<file path="src/rtl/keypad_scanner.sv">
// rtl/keypad_scanner.sv - 4x4 matrix keypad column scanner with debounce and valid/ack key output
// One column is driven low per scan tick; a single low row is debounced, encoded and offered once.
module keypad_scanner #(
  parameter int SCAN_DIV       = 100000,
  parameter int DEBOUNCE_SCANS = 4
) (
  input  logic       clk,
  input  logic       reset,
  input  logic [3:0] row,
  output logic [3:0] col,
  output logic [3:0] key_code,
  output logic       key_valid,
  input  logic       key_ack,
  output logic       key_down,
  output logic       overflow
);
  localparam int TW = $clog2(SCAN_DIV);
  localparam int DW = $clog2(DEBOUNCE_SCANS + 1);

  typedef enum logic [1:0] {S_SCAN, S_DEBOUNCE, S_PRESSED} state_e;

  state_e          state_q;
  logic [TW-1:0]   tick_cnt_q;
  logic [3:0]      row_meta_q, rs_q;
  logic [3:0]      col_q;
  logic [1:0]      col_idx_q, row_idx_q;
  logic [DW-1:0]   dcnt_q;
  logic            key_down_q;
  logic            acc_q;
  logic [3:0]      acc_code_q;
  logic [3:0]      key_code_q;
  logic            key_valid_q;
  logic            overflow_q;

  logic            tick;
  logic            row_hit;
  logic [1:0]      row_sel;
  logic [3:0]      col_rot;
  logic [DW-1:0]   dcnt_inc;
  logic            dcnt_done;

  function automatic logic [3:0] key_map(input logic [1:0] r, input logic [1:0] c);
    case ({r, c})
      4'h0: key_map = 4'h1;
      4'h1: key_map = 4'h2;
      4'h2: key_map = 4'h3;
      4'h3: key_map = 4'hA;
      4'h4: key_map = 4'h4;
      4'h5: key_map = 4'h5;
      4'h6: key_map = 4'h6;
      4'h7: key_map = 4'hB;
      4'h8: key_map = 4'h7;
      4'h9: key_map = 4'h8;
      4'hA: key_map = 4'h9;
      4'hB: key_map = 4'hC;
      4'hC: key_map = 4'h0;
      4'hD: key_map = 4'hF;
      4'hE: key_map = 4'hE;
      default: key_map = 4'hD;
    endcase
  endfunction

  assign tick      = (tick_cnt_q == TW'(SCAN_DIV - 1));
  assign col_rot   = {col_q[2:0], col_q[3]};
  assign dcnt_inc  = dcnt_q + DW'(1);
  assign dcnt_done = (dcnt_inc == DW'(DEBOUNCE_SCANS));

  // Zero or several low rows (ghosting) never count as a key.
  always_comb begin
    row_hit = 1'b1;
    row_sel = 2'd0;
    case (rs_q)
      4'b1110: row_sel = 2'd0;
      4'b1101: row_sel = 2'd1;
      4'b1011: row_sel = 2'd2;
      4'b0111: row_sel = 2'd3;
      default: row_hit = 1'b0;
    endcase
  end

  always_ff @(posedge clk or posedge reset) begin
    if (reset) begin
      tick_cnt_q <= '0;
      row_meta_q <= 4'b1111;
      rs_q       <= 4'b1111;
    end else begin
      tick_cnt_q <= tick ? '0 : tick_cnt_q + TW'(1);
      row_meta_q <= row;
      rs_q       <= row_meta_q;
    end
  end

  always_ff @(posedge clk or posedge reset) begin
    if (reset) begin
      state_q    <= S_SCAN;
      col_q      <= 4'b1110;
      col_idx_q  <= 2'd0;
      row_idx_q  <= 2'd0;
      dcnt_q     <= '0;
      key_down_q <= 1'b0;
      acc_q      <= 1'b0;
      acc_code_q <= 4'h0;
    end else begin
      acc_q <= 1'b0;
      if (tick) begin
        case (state_q)
          S_SCAN: begin
            if (row_hit) begin
              row_idx_q <= row_sel;
              if (DEBOUNCE_SCANS <= 1) begin
                state_q    <= S_PRESSED;
                key_down_q <= 1'b1;
                dcnt_q     <= '0;
                acc_q      <= 1'b1;
                acc_code_q <= key_map(row_sel, col_idx_q);
              end else begin
                state_q <= S_DEBOUNCE;
                dcnt_q  <= DW'(1);
              end
            end else begin
              col_q     <= col_rot;
              col_idx_q <= col_idx_q + 2'd1;
            end
          end
          S_DEBOUNCE: begin
            if (row_hit && row_sel == row_idx_q) begin
              if (dcnt_done) begin
                state_q    <= S_PRESSED;
                key_down_q <= 1'b1;
                dcnt_q     <= '0;
                acc_q      <= 1'b1;
                acc_code_q <= key_map(row_idx_q, col_idx_q);
              end else begin
                dcnt_q <= dcnt_inc;
              end
            end else begin
              state_q   <= S_SCAN;
              dcnt_q    <= '0;
              col_q     <= col_rot;
              col_idx_q <= col_idx_q + 2'd1;
            end
          end
          default: begin
            // dcnt now counts consecutive all-released samples.
            if (rs_q == 4'b1111) begin
              if (dcnt_done) begin
                state_q    <= S_SCAN;
                key_down_q <= 1'b0;
                dcnt_q     <= '0;
                col_q      <= col_rot;
                col_idx_q  <= col_idx_q + 2'd1;
              end else begin
                dcnt_q <= dcnt_inc;
              end
            end else begin
              dcnt_q <= '0;
            end
          end
        endcase
      end
    end
  end

  always_ff @(posedge clk or posedge reset) begin
    if (reset) begin
      key_code_q  <= 4'h0;
      key_valid_q <= 1'b0;
      overflow_q  <= 1'b0;
    end else if (acc_q) begin
      if (!key_valid_q || key_ack) begin
        key_code_q  <= acc_code_q;
        key_valid_q <= 1'b1;
      end else begin
        overflow_q <= 1'b1;
      end
    end else if (key_ack && key_valid_q) begin
      key_valid_q <= 1'b0;
    end
  end

  assign col       = col_q;
  assign key_code  = key_code_q;
  assign key_valid = key_valid_q;
  assign key_down  = key_down_q;
  assign overflow  = overflow_q;
endmodule

</file>
<file path="config.mk">
export PLATFORM = sky130hd
export DESIGN_NAME = keypad_scanner
export DESIGN_NICKNAME = d
export VERILOG_FILES = /design/src/rtl/keypad_scanner.sv
export SDC_FILE = /design/constraint.sdc
export NUM_CORES = 1
export LEC_CHECK = 0
export CORE_MARGIN = 2
export CORE_UTILIZATION = 45
export CTS_BUF_LIST = sky130_fd_sc_hd__clkbuf_4 sky130_fd_sc_hd__clkbuf_8
export CTS_CLUSTER_SIZE = 40
export DETAILED_ROUTE_END_ITERATION = 10
export PLACE_DENSITY_LB_ADDON = 0.15
export SYNTH_ARGS = -nofsm -noshare
export SYNTH_HDL_FRONTEND = slang
export SYNTH_SLANG_ARGS = --single-unit
</file>
<file path="constraint.sdc">
create_clock -name clk -period 1.8 [get_ports clk]
set_input_delay 0.54 -clock clk [delete_from_list [all_inputs] [get_ports clk]]
set_output_delay 0.54 -clock clk [all_outputs]
set_load 0.01 [all_outputs]
</file>
==> metrics.txt, run 1 <==
run status=finished with violations; failing checks=setup timing; Synth area leader=sky130_fd_sc_hd__dfrtp_1; H-tree depth reported by CTS=2; global routing usage on met2=0.261; final weighted congestion of routability-driven global placement=0.780; post-detail-place hpwl=3210 um; ordered cell list for the critical path=and4b_1 > a21oi_2 > o21ai_2 > o21bai_4 > nand4_4 > mux2_4; Top delay family on crit path=flip-flops; total wire length=4460 um; Root Driver=sky130_fd_sc_hd__clkbuf_8; Synth Warn #=0; Total Power Consumption=2.06 mW; number of endpoints failing setup at the final stage=12; routed via count divided by cell count=4.93; Final TNS setup=-1.14 ns; minimum setup slack after placement=-0.153 ns; Achievable Freq=0.511 GHz; slew at the pin closest to its max-slew limit=0.447 ns; vias in the first global route=1694; total number of vias=1675; Placeable Area=5110 um2; Hold Path Class=reg -> reg; count of routing violations after the opening detailed-route iteration=53; worst clock skew=0.00573 ns; part of the cycle the worst path needs=1.09; kind of start point of the critical path=flop; Total Routing Usage GR=0.167; Port Buffer Count=17; I/O pins=18; power density normalized to cell area=653 nW/um2; Row Count=26; first-pass GRT wire length=7840 um; most common flop cell mapped by yosys=sky130_fd_sc_hd__dfrtp_1; final slew viol count=0; commonest cells after routing, fill and taps aside=sky130_fd_sc_hd__dfrtp_1, sky130_fd_sc_hd__buf_4, sky130_fd_sc_hd__nand2_1; number of filler instances in the final layout=436; met3 GRT Util=0.0329; endpoint arrival time on the critical path=2.14 ns; clock-pin slew reported for the worst setup and hold paths after clock tree synthesis=0.08 ns; total of flip-flops plus latches after synthesis=50; highest net fanout along the worst path=8; Post-Route Hold Slack=0.359 ns; number of buffer and inverter stages on the critical path=0; Avg WL per Cell=13.1 um; Cells after Synth=212; reported leakage power=1.47 nW; Post-Synthesis Mean Instance Area=11.2 um2; deepest clock path buffer count=2; number of buffers created by CTS=5; antenna diode count=0; number of unique standard cell types used by synthesis=43; classification of the worst setup path=reg -> reg; Initial Util=0.466; final worst setup slack=-0.159 ns; clock net sink count=50; Worst EP required=1.99 ns; total gr overflow=0; unrepaired setup endpoints after global routing=yes; Peak supply drop=0.000481 V; fin crit period=1.96 ns; die outline area=5890 um2; final core area utilization=0.619; syn nets=226; Detailed Routing Iterations Pass 1=4; final-report hold violation count=0; worst stage delay on the critical path=0.65 ns; number of cells in the finished layout apart from fillers=340; post-route DRC violation count=0; sequential element share of the synthesized area=0.531; maximum number of pins on one net before global-route repair=51; share of synthesized registers carrying an async set or reset=1.00; Worst Setup End Kind=flop; Mapped Area=2380 um2; die outline width=76.8 um; share of post-route cells with drive strength above 1=0.374; instance area after placement=2910 um2; number of flops mapped to enable cells by yosys=0; leading post-synthesis cells by cell area=sky130_fd_sc_hd__dfrtp_1, sky130_fd_sc_hd__dfstp_2, sky130_fd_sc_hd__mux2_2, sky130_fd_sc_hd__xnor2_1, sky130_fd_sc_hd__ha_1; insertion delay to the later sink of the worst-skew pair=0.30 ns; CTS tree=done; number of nets at the end of the flow=283; slowest library cell on the worst path=sky130_fd_sc_hd__dfstp_2; worst max-slew margin expressed relative to the limit=0.701; Placed Instances=326; most common cell after layout, fill and taps aside=sky130_fd_sc_hd__dfrtp_1; number of antenna violations at the first check in global routing=0; top-area cell type share of the netlist area=0.410; Die Ht=76.8 um; busiest grt layer=met2; Maximum Capacitance Violations=0; Post-DRT Antenna Nets=0; final instance area=3160 um2; routing usage on met1=0.231; Post-CTS Hold Fix Bufs=0; Layout Area Growth over Synthesis=32.7%
==> sequential cells by signal (all words and copies together), names as in the netlist, 2 cells and up <==
| name | cells |
|---|---|
| col_idx_q | 2 |
| rs_q | 4 |
| tick_cnt_q | 17 |
| state_q | 2 |
| dcnt_q | 3 |
| row_meta_q | 4 |
| row_idx_q | 2 |
| acc_code_q | 4 |
| col | 4 |
| key_code | 4 |
==> area by class of cell <==
class / count / area, um2 / area share
clock inverter: 1 / 30.0 / 0.00950
inverter: 9 / 33.8 / 0.0107
tap: 70 / 87.6 / 0.0277
clock buffer: 7 / 90.1 / 0.0285
sequential: 50 / 1260 / 0.400
timing repair buffer: 56 / 485 / 0.154
multi-input combinational: 147 / 1170 / 0.370
==> kinds of logic after synthesis <==
group | Yosys count | share of synthesized area
compound gates | 28 | 0.0783
xor+xnor | 20 | 0.0735
fa+ha+maj | 7 | 0.0368
buf+inv | 15 | 0.0294
flops | 50 | 0.531
mux | 14 | 0.0641
simple gates | 78 | 0.187
==> layer usage <==
metal,routed length (um),part of all wire
met2,2060,0.46
met5,0,0
met4,59,0.013
met1,2210,0.50
met3,128,0.029
==> power breakdown <==
| group | switching (mW) | total, mW | leakage, nW | internal, mW |
|---|---|---|---|---|
| clock network | 0.344 | 0.812 | 0.0619 | 0.468 |
| registers | 0.0108 | 1.15 | 0.646 | 1.14 |
| logic | 0.0490 | 0.100 | 0.759 | 0.0512 |
| total | 0.404 | 2.06 | 1.47 | 1.66 |
==> worst paths after layout <==
| path | startpoint | end | slack, ns | cells after the start |
|---|---|---|---|---|
| setup / recovery | rs_q[3] | col[0] | -0.16 | 6 |
| max in group asynchronous | reset | row_meta_q[3] | 0.95 | 3 |
| setup reg to reg | rs_q[3] | col[0] | -0.16 | 6 |
| hold / removal | row_meta_q[2] | rs_q[2] | 0.36 | 0 |
| min in group asynchronous | reset | tick_cnt_q[2] | 0.58 | 3 |
| hold reg to reg | row_meta_q[2] | rs_q[2] | 0.36 | 0 |
==> repair_timing <==
item | 4_1_cts | 5_1_grt
setup endpoints to repair | 20 | 20
resized for setup | 17 | 16
setup buffers | 4 | 2
pin swaps | 6 | 10
cloned | 0 | 0
==> worst reg2reg max path, stage by stage, from the launching register on <==
cell and delay, ns:
sky130_fd_sc_hd__dfstp_2 0.65, sky130_fd_sc_hd__and4b_1 0.23, sky130_fd_sc_hd__a21oi_2 0.11, sky130_fd_sc_hd__o21ai_2 0.09
sky130_fd_sc_hd__o21bai_4 0.26, sky130_fd_sc_hd__nand4_4 0.18, sky130_fd_sc_hd__mux2_4 0.33
==> synthesized netlist by cell type (6+ instances only) <==
cell type                 count
sky130_fd_sc_hd__a21oi_1      7
sky130_fd_sc_hd__dfrtp_1     39
sky130_fd_sc_hd__dfstp_2     11
sky130_fd_sc_hd__ha_1         7
sky130_fd_sc_hd__inv_1        9
sky130_fd_sc_hd__mux2_2      10
sky130_fd_sc_hd__nand2_1     21
sky130_fd_sc_hd__nand3_1     10
sky130_fd_sc_hd__nand4_1      6
sky130_fd_sc_hd__nor2_1      14
sky130_fd_sc_hd__o21ai_0     12
sky130_fd_sc_hd__xnor2_1     12
sky130_fd_sc_hd__xor2_1       8
Power figures use the tool's default switching activity.
==> inputs of run 2 (changes only) <==
--- a/config.mk
+++ b/config.mk
@@ -11,6 +11,7 @@
 export CTS_CLUSTER_SIZE = 40
 export DETAILED_ROUTE_END_ITERATION = 10
 export PLACE_DENSITY_LB_ADDON = 0.15
+export REMOVE_ABC_BUFFERS = 1
 export SYNTH_ARGS = -nofsm -noshare
 export SYNTH_HDL_FRONTEND = slang
 export SYNTH_SLANG_ARGS = --single-unit
==> metrics.txt, run 2 (synthesized netlist as in run 1, its figures left out) <==
run status=finished with violations; failing checks=setup timing; count of routing violations after the opening detailed-route iteration=65; unrepaired setup endpoints after global routing=yes; first-pass GRT wire length=8090 um; final instance area=3220 um2; number of flip-flops under the largest register name=17; Placeable Area=5110 um2; reported leakage power=1.53 nW; CTS tree=done; Avg WL per Cell=13.2 um; Total Routing Usage GR=0.169; Final TNS setup=-1.76 ns; Port Buffer Count=17; final weighted congestion of routability-driven global placement=0.758; power density normalized to cell area=600 nW/um2; die outline area=5890 um2; final slew viol count=0; vias in the first global route=1744; kind of start point of the critical path=flop; Post-CTS Hold Fix Bufs=0; highest net fanout along the worst path=6; Peak supply drop=0.000465 V; number of endpoints failing setup at the final stage=14; number of buffers created by CTS=5; post-route DRC violation count=0; Die Ht=76.8 um; maximum number of pins on one net before global-route repair=51; number of antenna violations at the first check in global routing=0; Layout Area Growth over Synthesis=35.2%; Top delay family on crit path=flip-flops; endpoint arrival time on the critical path=2.17 ns; Hold Path Class=reg -> reg; slew at the pin closest to its max-slew limit=0.345 ns; worst clock skew=0.00704 ns; final-report hold violation count=0; depth of the most critical reg-to-reg path=7; Detailed Routing Iterations Pass 1=4; total number of vias=1755; insertion delay to the later sink of the worst-skew pair=0.31 ns; fin crit period=1.97 ns; minimum setup slack after placement=-0.177 ns; share of post-route cells with drive strength above 1=0.416; post-detail-place hpwl=3090 um; part of the cycle the worst path needs=1.10; Initial Util=0.466; Top reg by flops=tick_cnt_q; I/O pins=18; H-tree depth reported by CTS=2; clock net sink count=50; number of nets at the end of the flow=292; classification of the worst setup path=reg -> reg; clock-pin slew reported for the worst setup and hold paths after clock tree synthesis=0.08 ns; worst max-slew margin expressed relative to the limit=0.769; Worst Setup End Kind=flop; Root Driver=sky130_fd_sc_hd__clkbuf_8; number of buffer and inverter stages on the critical path=1; antenna diode count=0; slowest library cell on the worst path=sky130_fd_sc_hd__dfstp_2; Worst Hold Depth=0; final worst setup slack=-0.174 ns; die outline width=76.8 um; total gr overflow=0; logic depth of the worst path, buffers included=7; routed via count divided by cell count=5.03; Post-DRT Antenna Nets=0; Row Count=26; worst stage delay on the critical path=0.58 ns; ordered cell list for the critical path=buf_6 > xnor2_2 > o2bb2ai_2 > nand3b_1 > o21bai_4 > nand4_4 > mux2_2; most common cell after layout, fill and taps aside=sky130_fd_sc_hd__buf_4; commonest cells after routing, fill and taps aside=sky130_fd_sc_hd__buf_4, sky130_fd_sc_hd__dfrtp_1, sky130_fd_sc_hd__nand2_1; Achievable Freq=0.507 GHz; deepest clock path buffer count=2; total wire length=4620 um; Maximum Capacitance Violations=0; instance area after placement=2900 um2; Worst EP required=1.99 ns
## run 2: changes by cell type in the layout (fill, tap and decap cells not counted), moves of 2 or more
cell and change:
sky130_fd_sc_hd__buf_4 +10, sky130_fd_sc_hd__nor2_2 +3, sky130_fd_sc_hd__xnor2_2 +2, sky130_fd_sc_hd__nor2_4 -2, sky130_fd_sc_hd__o21ai_2 +4, sky130_fd_sc_hd__xnor2_1 -2, sky130_fd_sc_hd__o21ai_1 -4
## run 2: worst paths after layout
check                               from       endpoint  slack [ns]
hold / removal             row_meta_q[0]        rs_q[0]        0.36
setup reg to reg                 rs_q[0]         col[0]       -0.17
min in group asynchronous          reset  tick_cnt_q[2]        0.58
setup / recovery                 rs_q[0]         col[0]       -0.17
max in group asynchronous          reset         col[1]        0.95
hold reg to reg            row_meta_q[0]        rs_q[0]        0.36
## run 2: metrics by stage
step | hold slack [ns] | util | cells | power [mW]
4_1_cts | 0.360 | 0.609 | 343 | 1.95
3_3_place_gp | 0.345 | 0.568 | 331 | 1.25
5_1_grt | 0.366 | 0.631 | 349 | 2.02
3_5_place_dp | 0.348 | 0.568 | 331 | 1.25
2_1_floorplan | 0.345 | - | 206 | 1.21
6_report | 0.359 | 0.631 | 349 | 1.93
## run 2: final cells by class
cell class / count / area (um2)
sequential: 50 / 1260
multi-input combinational: 147 / 1190
timing repair buffer: 65 / 549
tap: 70 / 87.6
fill: 429 / 1890
clock inverter: 1 / 5.00
inverter: 9 / 33.8
clock buffer: 7 / 90.1
## run 2: power breakdown
group	switching, mW	internal [mW]
combinational	0.0495	0.0509
sequential	0.0116	1.14
clock	0.356	0.326
## run 2: timing repair
item,CTS,global route
endpoints found under the setup margin,17,20
buffers inserted,5,6
pin swaps,17,10
gates resized for setup,25,23
## run 2: routing by layer
layer,share of wire,wire (um),up-vias,GRT usage
met5,0,0,-,0
li1,-,-,859,-
met4,0.010,48,0,0.0473
met3,0.032,150,4,0.0376
met1,0.47,2180,862,0.229
met2,0.49,2240,30,0.275
